## src/rtl/vga_sec_ram_arbiter_if.sv

```systemverilog
// rtl/vga_sec_ram_arbiter_if.sv - VGA/CPU/RAM bus bundle for the VGA seconds RAM arbiter
//
// Signals:
//   vga_req, vga_addr         VGA scan read request (single cycle) and address
//   vga_valid, vga_data       registered VGA read response, one cycle after grant
//   cpu_req, cpu_we,
//   cpu_addr, cpu_wdata       CPU request, held until cpu_ack
//   cpu_ack, cpu_rdata        one-cycle CPU completion pulse and read data
//   ram_addr, ram_d, ram_we   drive the single RAM port
//   ram_q                     combinational RAM read data
//
// Modports:
//   slave   the arbiter side
//   master  the requesters plus the RAM instance
interface vga_sec_ram_arbiter_if #(
    parameter int ADDR_W = 4
);
    logic              vga_req;
    logic [ADDR_W-1:0] vga_addr;
    logic              vga_valid;
    logic              vga_data;

    logic              cpu_req;
    logic              cpu_we;
    logic [ADDR_W-1:0] cpu_addr;
    logic              cpu_wdata;
    logic              cpu_ack;
    logic              cpu_rdata;

    logic [ADDR_W-1:0] ram_addr;
    logic              ram_d;
    logic              ram_we;
    logic              ram_q;

    modport slave (
        input  vga_req, vga_addr,
        output vga_valid, vga_data,
        input  cpu_req, cpu_we, cpu_addr, cpu_wdata,
        output cpu_ack, cpu_rdata,
        output ram_addr, ram_d, ram_we,
        input  ram_q
    );

    modport master (
        output vga_req, vga_addr,
        input  vga_valid, vga_data,
        output cpu_req, cpu_we, cpu_addr, cpu_wdata,
        input  cpu_ack, cpu_rdata,
        input  ram_addr, ram_d, ram_we,
        output ram_q
    );
endinterface

```

## src/rtl/vga_sec_ram_arbiter.sv

```systemverilog
// rtl/vga_sec_ram_arbiter.sv - single-port VGA seconds RAM arbiter with clear sequencer
//
// Ports:
//   clk        system clock, all state on posedge
//   rst_n      asynchronous active-low reset
//   clr_start  pulse, starts a full RAM clear (ignored while clearing)
//   clr_busy   high for the 2^ADDR_W clear-write cycles
//   clr_done   one-cycle pulse after the last clear write
//   bus        VGA / CPU requesters and RAM port (slave modport)
module vga_sec_ram_arbiter #(
    parameter int ADDR_W       = 4,
    parameter int STARVE_LIMIT = 4
) (
    input  logic                  clk,
    input  logic                  rst_n,
    input  logic                  clr_start,
    output logic                  clr_busy,
    output logic                  clr_done,
    vga_sec_ram_arbiter_if.slave  bus
);

    localparam logic [0:0] ST_IDLE  = 1'b0;
    localparam logic [0:0] ST_CLEAR = 1'b1;

    localparam int                SW        = $clog2(STARVE_LIMIT + 1);
    localparam logic [SW-1:0]     STARVE_MX = SW'(STARVE_LIMIT);
    localparam logic [ADDR_W-1:0] LAST_ADDR = '1;

    logic [0:0]        state;
    logic [ADDR_W-1:0] clr_cnt;
    logic [SW-1:0]     starve;

    logic idle_active;
    logic cpu_elig;
    logic force_cpu;
    logic vga_gnt;
    logic cpu_gnt;

    // Grants are also gated by rst_n so the RAM port goes quiet the moment
    // reset asserts, even while requests are still being presented.
    always_comb begin
        idle_active = rst_n && (state == ST_IDLE);
        // cpu_ack is registered, so a CPU request is ignored during its own
        // ack cycle; this keeps a held request from being served twice.
        cpu_elig    = bus.cpu_req && !bus.cpu_ack;
        force_cpu   = cpu_elig && (starve == STARVE_MX);
        vga_gnt     = idle_active && bus.vga_req && !force_cpu;
        cpu_gnt     = idle_active && cpu_elig && !vga_gnt;
    end

    always_comb begin
        bus.ram_addr = '0;
        bus.ram_d    = 1'b0;
        bus.ram_we   = 1'b0;
        if (rst_n && (state == ST_CLEAR)) begin
            bus.ram_addr = clr_cnt;
            bus.ram_we   = 1'b1;
        end else if (vga_gnt) begin
            bus.ram_addr = bus.vga_addr;
        end else if (cpu_gnt) begin
            bus.ram_addr = bus.cpu_addr;
            bus.ram_we   = bus.cpu_we;
            bus.ram_d    = bus.cpu_wdata;
        end
    end

    assign clr_busy = (state == ST_CLEAR);

    // Read responses: the RAM is combinational, so ram_q already reflects
    // the granted address in the grant cycle and is captured at its end.
    always_ff @(posedge clk or negedge rst_n) begin
        if (!rst_n) begin
            bus.vga_valid <= 1'b0;
            bus.vga_data  <= 1'b0;
            bus.cpu_ack   <= 1'b0;
            bus.cpu_rdata <= 1'b0;
        end else begin
            bus.vga_valid <= vga_gnt;
            if (vga_gnt) begin
                bus.vga_data <= bus.ram_q;
            end
            bus.cpu_ack   <= cpu_gnt;
            bus.cpu_rdata <= cpu_gnt && !bus.cpu_we && bus.ram_q;
        end
    end

    always_ff @(posedge clk or negedge rst_n) begin
        if (!rst_n) begin
            state    <= ST_IDLE;
            clr_cnt  <= '0;
            starve   <= '0;
            clr_done <= 1'b0;
        end else begin
            clr_done <= 1'b0;
            case (state)
                ST_IDLE: begin
                    if (clr_start) begin
                        state   <= ST_CLEAR;
                        clr_cnt <= '0;
                    end
                    // Only a VGA win over an eligible CPU counts; every other
                    // idle outcome means the CPU was served or is not waiting.
                    if (vga_gnt && cpu_elig) begin
                        if (starve != STARVE_MX) begin
                            starve <= starve + SW'(1);
                        end
                    end else begin
                        starve <= '0;
                    end
                end
                ST_CLEAR: begin
                    if (clr_cnt == LAST_ADDR) begin
                        state    <= ST_IDLE;
                        clr_cnt  <= '0;
                        clr_done <= 1'b1;
                    end else begin
                        clr_cnt <= clr_cnt + ADDR_W'(1);
                    end
                end
                default: begin
                    state   <= ST_IDLE;
                    clr_cnt <= '0;
                end
            endcase
        end
    end

endmodule
```

## src/flat_wrapper.sv

```systemverilog
// flat-port wrapper written by rule: the top's interface ports become plain ports
module vga_sec_ram_arbiter_flat 
#(
    parameter int ADDR_W       = 4,
    parameter int STARVE_LIMIT = 4
)
  (clk, rst_n, clr_start, clr_busy, clr_done, bus_vga_req, bus_vga_addr, bus_vga_valid, bus_vga_data, bus_cpu_req, bus_cpu_we, bus_cpu_addr, bus_cpu_wdata, bus_cpu_ack, bus_cpu_rdata, bus_ram_addr, bus_ram_d, bus_ram_we, bus_ram_q);
  vga_sec_ram_arbiter_if #(.ADDR_W(ADDR_W)) bus_i ();
  input  logic clk;
  input  logic rst_n;
  input  logic clr_start;
  output logic clr_busy;
  output logic clr_done;
  input wire logic [$bits(bus_i.vga_req)-1:0] bus_vga_req;
  input wire logic [$bits(bus_i.vga_addr)-1:0] bus_vga_addr;
  output wire logic [$bits(bus_i.vga_valid)-1:0] bus_vga_valid;
  output wire logic [$bits(bus_i.vga_data)-1:0] bus_vga_data;
  input wire logic [$bits(bus_i.cpu_req)-1:0] bus_cpu_req;
  input wire logic [$bits(bus_i.cpu_we)-1:0] bus_cpu_we;
  input wire logic [$bits(bus_i.cpu_addr)-1:0] bus_cpu_addr;
  input wire logic [$bits(bus_i.cpu_wdata)-1:0] bus_cpu_wdata;
  output wire logic [$bits(bus_i.cpu_ack)-1:0] bus_cpu_ack;
  output wire logic [$bits(bus_i.cpu_rdata)-1:0] bus_cpu_rdata;
  output wire logic [$bits(bus_i.ram_addr)-1:0] bus_ram_addr;
  output wire logic [$bits(bus_i.ram_d)-1:0] bus_ram_d;
  output wire logic [$bits(bus_i.ram_we)-1:0] bus_ram_we;
  input wire logic [$bits(bus_i.ram_q)-1:0] bus_ram_q;
  assign bus_i.vga_req = bus_vga_req;
  assign bus_i.vga_addr = bus_vga_addr;
  assign bus_vga_valid = bus_i.vga_valid;
  assign bus_vga_data = bus_i.vga_data;
  assign bus_i.cpu_req = bus_cpu_req;
  assign bus_i.cpu_we = bus_cpu_we;
  assign bus_i.cpu_addr = bus_cpu_addr;
  assign bus_i.cpu_wdata = bus_cpu_wdata;
  assign bus_cpu_ack = bus_i.cpu_ack;
  assign bus_cpu_rdata = bus_i.cpu_rdata;
  assign bus_ram_addr = bus_i.ram_addr;
  assign bus_ram_d = bus_i.ram_d;
  assign bus_ram_we = bus_i.ram_we;
  assign bus_i.ram_q = bus_ram_q;
  vga_sec_ram_arbiter #(.ADDR_W(ADDR_W), .STARVE_LIMIT(STARVE_LIMIT)) u_core (.clk(clk), .rst_n(rst_n), .clr_start(clr_start), .clr_busy(clr_busy), .clr_done(clr_done), .bus(bus_i));
endmodule
```

## config.mk

```make
export PLATFORM = sky130hd
export DESIGN_NAME = vga_sec_ram_arbiter_flat
export DESIGN_NICKNAME = d
export VERILOG_FILES = /design/src/rtl/vga_sec_ram_arbiter_if.sv /design/src/rtl/vga_sec_ram_arbiter.sv /design/src/flat_wrapper.sv
export SDC_FILE = /design/constraint.sdc
export NUM_CORES = 1
export LEC_CHECK = 0
export BUFFER_PORTS_ARGS = -buffer_cell sky130_fd_sc_hd__buf_2
export CAP_MARGIN = 15
export CORE_MARGIN = 5
export CORE_UTILIZATION = 35
export DETAILED_ROUTE_END_ITERATION = 12
export SYNTH_ARGS = -nofsm -noshare
export SYNTH_HDL_FRONTEND = slang
export SYNTH_SLANG_ARGS = --single-unit
```

## constraint.sdc

```tcl
create_clock -name clk -period 1.6 [get_ports clk]
set_input_delay 0.16 -clock clk [delete_from_list [all_inputs] [get_ports clk]]
set_output_delay 0.16 -clock clk [all_outputs]
set_load 0.01 [all_outputs]
```

=== Yosys cells after proc, flatten, opt, wreduce, memory -nomap -nowiden ===
Index checks and enable logic that the tools add are counted.

* Add/sub/neg operators: 2
* Equality and inequality tests: 5
* Muxes and demuxes: 19
* Bitwise operators: 1
* Reduce and logical (&&, ||, !) cells: 16

{| class="wikitable"
|+ Operator list
! operator !! number
|-
| 4-bit 2-to-1 mux || 5
|-
| 1-bit logical AND || 11
|-
| 1-bit 2-to-1 mux || 10
|-
| 4-bit case mux with 2 select lines || 1
|-
| 3-bit 2-to-1 mux || 2
|-
| 4-bit by 1-bit adder with 4-bit output, second input constant || 1
|-
| 4-bit equality test, second input constant || 1
|-
| 1-bit logical NOT || 4
|-
| 2-bit != test, second input constant || 2
|-
| 3-bit by 1-bit adder with 3-bit output, second input constant || 1
|-
| 3-bit equality test, second input constant || 1
|-
| 3-bit != test, second input constant || 1
|-
| 1-bit case mux with 2 select lines || 1
|-
| 2-bit AND reduction || 1
|-
| 1-bit NOT || 1
|}

* Bits in registers: 13
* Input bits: 16
* Output and inout port bits: 12
* Logic and storage cells: 51

=== Longest topological paths before layout ===
* Word-level depth: 10
* Mapped depth: 6
* Mapped depth without buffers: 5

=== Least setup slack after synthesis ===
Ideal clock, no wire load.

* Path type: reg2out
* Start: reg u_core.starve[0]
* End: out bus_ram_addr[0]
* Arrival: 1.372 ns
* Required time: 1.440 ns
* Setup slack: 0.068 ns
* Cell stages (with the launch flop): 7
* Buffers on the path: 1
* Path through: dfrtp_1 -> inv_1 -> ha_1 -> nand4b_1 -> and4b_1 -> buf_6 -> a221o_1

* Word-level cells in the longest chain between the ends: 9

{| class="wikitable"
|+ RTL lines
! what !! line !! RTL
|-
| start, declared || vga_sec_ram_arbiter.sv:31 || <nowiki>logic [SW-1:0] starve;</nowiki>
|-
| start signal, assigned || vga_sec_ram_arbiter.sv:105 || <nowiki>starve <= starve + SW'(1);</nowiki>
|-
| 3-bit equality test (*) || vga_sec_ram_arbiter.sv:46 || <nowiki>force_cpu = cpu_elig && (starve == STARVE_MX);</nowiki>
|-
| 1-bit logical AND (*) || vga_sec_ram_arbiter.sv:46 ||
|-
| 1-bit logical NOT (*) || vga_sec_ram_arbiter.sv:47 || <nowiki>vga_gnt = idle_active && bus.vga_req && !force_cpu;</nowiki>
|-
| 1-bit logical AND (*) || vga_sec_ram_arbiter.sv:47 ||
|-
| net u_core.vga_gnt || vga_sec_ram_arbiter.sv:36 || <nowiki>logic vga_gnt;</nowiki>
|-
| 1-bit logical NOT || vga_sec_ram_arbiter.sv:48 || <nowiki>cpu_gnt = idle_active && cpu_elig && !vga_gnt;</nowiki>
|-
| 1-bit logical AND || vga_sec_ram_arbiter.sv:48 ||
|-
| 4-bit 2-to-1 mux || vga_sec_ram_arbiter.sv:60 || <nowiki>end else if (cpu_gnt) begin</nowiki>
|-
| 4-bit 2-to-1 mux (*) || vga_sec_ram_arbiter.sv:58 || <nowiki>end else if (vga_gnt) begin</nowiki>
|-
| 4-bit 2-to-1 mux (*) || vga_sec_ram_arbiter.sv:55 || <nowiki>if (rst_n && (state == ST_CLEAR)) begin</nowiki>
|-
| end, declared || flat_wrapper.sv:24 || <nowiki>output wire logic [$bits(bus_i.ram_addr)-1:0] bus_ram_addr;</nowiki>
|}

Mark *: on every way through the listed nets, which the timed path passes. The rest lies on a longest branch.

=== Final worst setup path ===
* Start: reg u_core.starve[1]
* End: out bus_ram_addr[0]

* Word-level cells in the longest chain between the ends: 9

{| class="wikitable"
|+ RTL lines
! what !! line
|-
| 3-bit equality test (*) || vga_sec_ram_arbiter.sv:46
|-
| 1-bit logical AND (*) || vga_sec_ram_arbiter.sv:46
|-
| 1-bit logical NOT (*) || vga_sec_ram_arbiter.sv:47
|-
| 1-bit logical AND (*) || vga_sec_ram_arbiter.sv:47
|-
| 1-bit logical NOT || vga_sec_ram_arbiter.sv:48
|-
| 1-bit logical AND || vga_sec_ram_arbiter.sv:48
|-
| 4-bit 2-to-1 mux || vga_sec_ram_arbiter.sv:60
|-
| 4-bit 2-to-1 mux (*) || vga_sec_ram_arbiter.sv:58
|-
| 4-bit 2-to-1 mux (*) || vga_sec_ram_arbiter.sv:55
|}

Mark *: on every way between the ends. The rest lies on a longest branch, timed or not.

==> results.yml <==
critical_path:
  r2r-start: "u_core.starve[1]"
  crit_slowest_cell: "dfrtp_1"
  cpPeakStageDelay_ns: 0.40
  crit_path_start_kind: "register"
  cp.depth: 6
  cp_top_family: "flip-flops"
  critical_path_arrival_ns: 1.66
  worstPathMaxFanout: 6
  crit_path_start: "u_core.starve[1]"
  crit_type: "reg -> out"
  path_cells: "inv_2 > ha_4 > nand4b_1 > and4b_2 > a221o_1 > buf_2"
  crit_buf_inv: 2
  ff2ff_path_depth: 6
  cp-end-kind: "output port"
  required_ns: 1.44
global_routing:
  grt-ovfl-total: 0
  antenna_found_initial: 0
  grt_first_pass_wirelength_mm: 3.11
  grt_pass1_vias: 633
  grtUsageTotal_pct: 13.0
  grt_max_degree: 18
synth:
  ys_top_cells_by_area: "dfrtp_1 (45%), a221o_1 (5.6%), ha_1 (5.2%), and3_1 (4.4%), nor4b_1 (3.7%)"
  syn_area_per_cell_um2: 10.7
  synth_cell_types: 29
  synth_ff_type: "dfrtp_1"
  synth_edf_count: 0
  synth_top_area_share_pct: 45.3
  synth_top_area_cell: "dfrtp_1"
  seq_area_frac_synth_pct: 45.3
  yosys.cell_count.top_type: "dfrtp_1"
  netlist_area_um2: 718
  ys_top_cells_by_count: "dfrtp_1 (13), and3_1 (5), nand2_1 (5), a221o_1 (4)"
  yosysWarnings: 0
  syn_nets: 86
  synth-seq-cells: 13
  async_flop_share_pct: 100
  synthCells: 67
cts:
  numCtsBuffers: 3
  cts_max_level: 1
  clock_latency_ns: 0.27
  cts.sinks: 13
  cts_root_buffer: "clkbuf_4"
  cts_buffer_depth: 2
  cts_tree: "built"
  clkTransAtPathRegs_ns: 0.08
layout:
  multi_input_area_um2: 389
  nNetsFinal: 127
  register_area_um2: 325
  area_growth_pct: 41.5
  final_area_um2: 1020
  n_antenna_cell: 0
  drive_gt1_share_pct: 45.8
  n_fill_cell: 197
floorplanning:
  die_w_um: 55.3
  die_h_um: 55.3
  core_area_um2: 1960
  num_rows: 16
  io_pins: 28
  initial_utilization_pct: 36.6
  die_area_um2: 3060
power:
  p_leak_uw: 0.000530
  vdd_drop_max_mv: 0.508
  power_density_nw_per_um2: 1320
outcome:
  outcome: "finished, violations left"
  violations: "negative setup slack"
sta:
  slew_headroom_pct: 62.1
  finalSetupViolations: 6
  finalCriticalPeriod_ns: 1.82
  max_freq_mhz: 549
  tns_ns: -1.13
  fin_ws_ns: -0.221
  rsz0062_at_grt: "true"
  fin_hold_ws_ns: 0.127
  fin_crit_sh_pct: 114
  slew_violations: 0
  fin_skew_ns: 0.00417
  hold_viol: 0
  tightest_slew_ns: 0.567
job:
  maxCapViolCount: 0
place:
  post_dp_cell_area_um2: 903
  place_hpwl_mm: 1.26
  portBuffers: 27
  place.gp.congestion: 0.760
route:
  drc_errors: 0
  drt_iter0_markers: 18
  routedWlPerCell_um: 13.5
  vias: 675
  viasPerCell: 5.04
  ant_nets: 0
  wl_mm: 1.81
  drt_pre_antenna_iters: 4
worst_hold_path:
  min_from: "clr_start"
  holdPathStages: 2
  hold_path_class: "in -> reg"
==> stage by stage <==
stage	util [%]	power [µW]	worst slack, ns	instances
floorplan	-	861	0.0675	67
global placement	46.0	1040	0.0246	123
detailed placement	46.0	1050	-0.0161	123
CTS	51.4	1340	-0.235	133
global route	51.8	1470	-0.317	134
finish	51.8	1340	-0.221	134
==> worst reg2reg max path, cell delays in order, from the launching register on <==
cell and delay [ns]:
dfrtp_1 0.40, buf_4 0.14, buf_4 0.12, buf_4 0.12, ha_1 0.18, nor4b_1 0.14
a211o_2 0.30
==> routing by layer <==
layer / track usage [%] / wire, µm / part of all wire [%] / vias up
met5: 0 / 0 / 0 / -
met4: 7.29 / 38 / 2.1 / 0
met3: 5.13 / 162 / 9.0 / 4
met2: 20.6 / 836 / 46 / 26
met1: 14.8 / 769 / 43 / 310
li1: - / - / - / 335
==> sequential cells by signal, summed over array words and instances, names as in the netlist <==
register,count
u_core.bus.cpu_ack,1
u_core.bus.vga_valid,1
u_core.clr_cnt,4
u_core.clr_done,1
u_core.bus.cpu_rdata,1
u_core.clr_busy,1
u_core.starve,3
u_core.bus.vga_data,1
==> placed cells by master, fill, tap and decap left out, types with 2 or more instances in the layout <==
| cell | count |
|---|---|
| dfrtp_1 | 13 |
| dlygate4sd3_1 | 2 |
| and3_1 | 5 |
| clkbuf_4 | 3 |
| nand2b_1 | 2 |
| nand4b_1 | 2 |
| nand2_1 | 4 |
| o211ai_1 | 2 |
| a221o_1 | 4 |
| nor4b_1 | 3 |
| o21ai_0 | 2 |
| buf_4 | 10 |
| buf_2 | 27 |
| a21o_1 | 2 |
| nor2_1 | 3 |
| and2_1 | 2 |
| inv_2 | 2 |
| ha_1 | 2 |
==> area by class of cell <==
| type | count | area share, % |
|---|---|---|
| timing repair buffer | 39 | 22.7 |
| multi-input combinational | 48 | 38.3 |
| clock buffer | 4 | 2.59 |
| tap | 27 | 3.33 |
| sequential | 13 | 32.0 |
| inverter | 3 | 1.11 |
==> path summary, 6_finish.rpt <==
| path | endpoint | slack (ns) |
|---|---|---|
| max | bus_ram_addr[0] | -0.22 |
| min | u_core.clr_cnt[2] | 0.13 |
| min reg2reg | u_core.bus.vga_data | 0.51 |
| min in group asynchronous | u_core.starve[2] | 0.27 |
| max in group asynchronous | u_core.bus.vga_valid | 0.63 |
| max reg2reg | u_core.starve[2] | 0.08 |
==> where the power goes <==
group / internal, µW / switching [µW]
clock network: 96.6 / 110
registers: 423 / 94.8
logic: 334 / 283
==> kinds of logic after synthesis <==
family	count (synthesis)	synth area share (%)
and+or+nand+nor	28	25.4
AOI/OAI and AO/OA	15	16.7
DFF	13	45.3
buffers and inverters	6	4.53
adders and majority gates	3	5.23
xor gates and xnor gates	1	1.22
muxes	1	1.57
==> what timing repair did <==
item,in CTS,in global routing
hold buffers,2,0
endpoints found under the hold margin,13,0
gates cloned,0,0
endpoints found under the setup margin,6,6
gates resized for setup,8,0
setup buffers,4,1
pin swaps,8,0
Note: power is estimated with default switching activity, not from simulation.
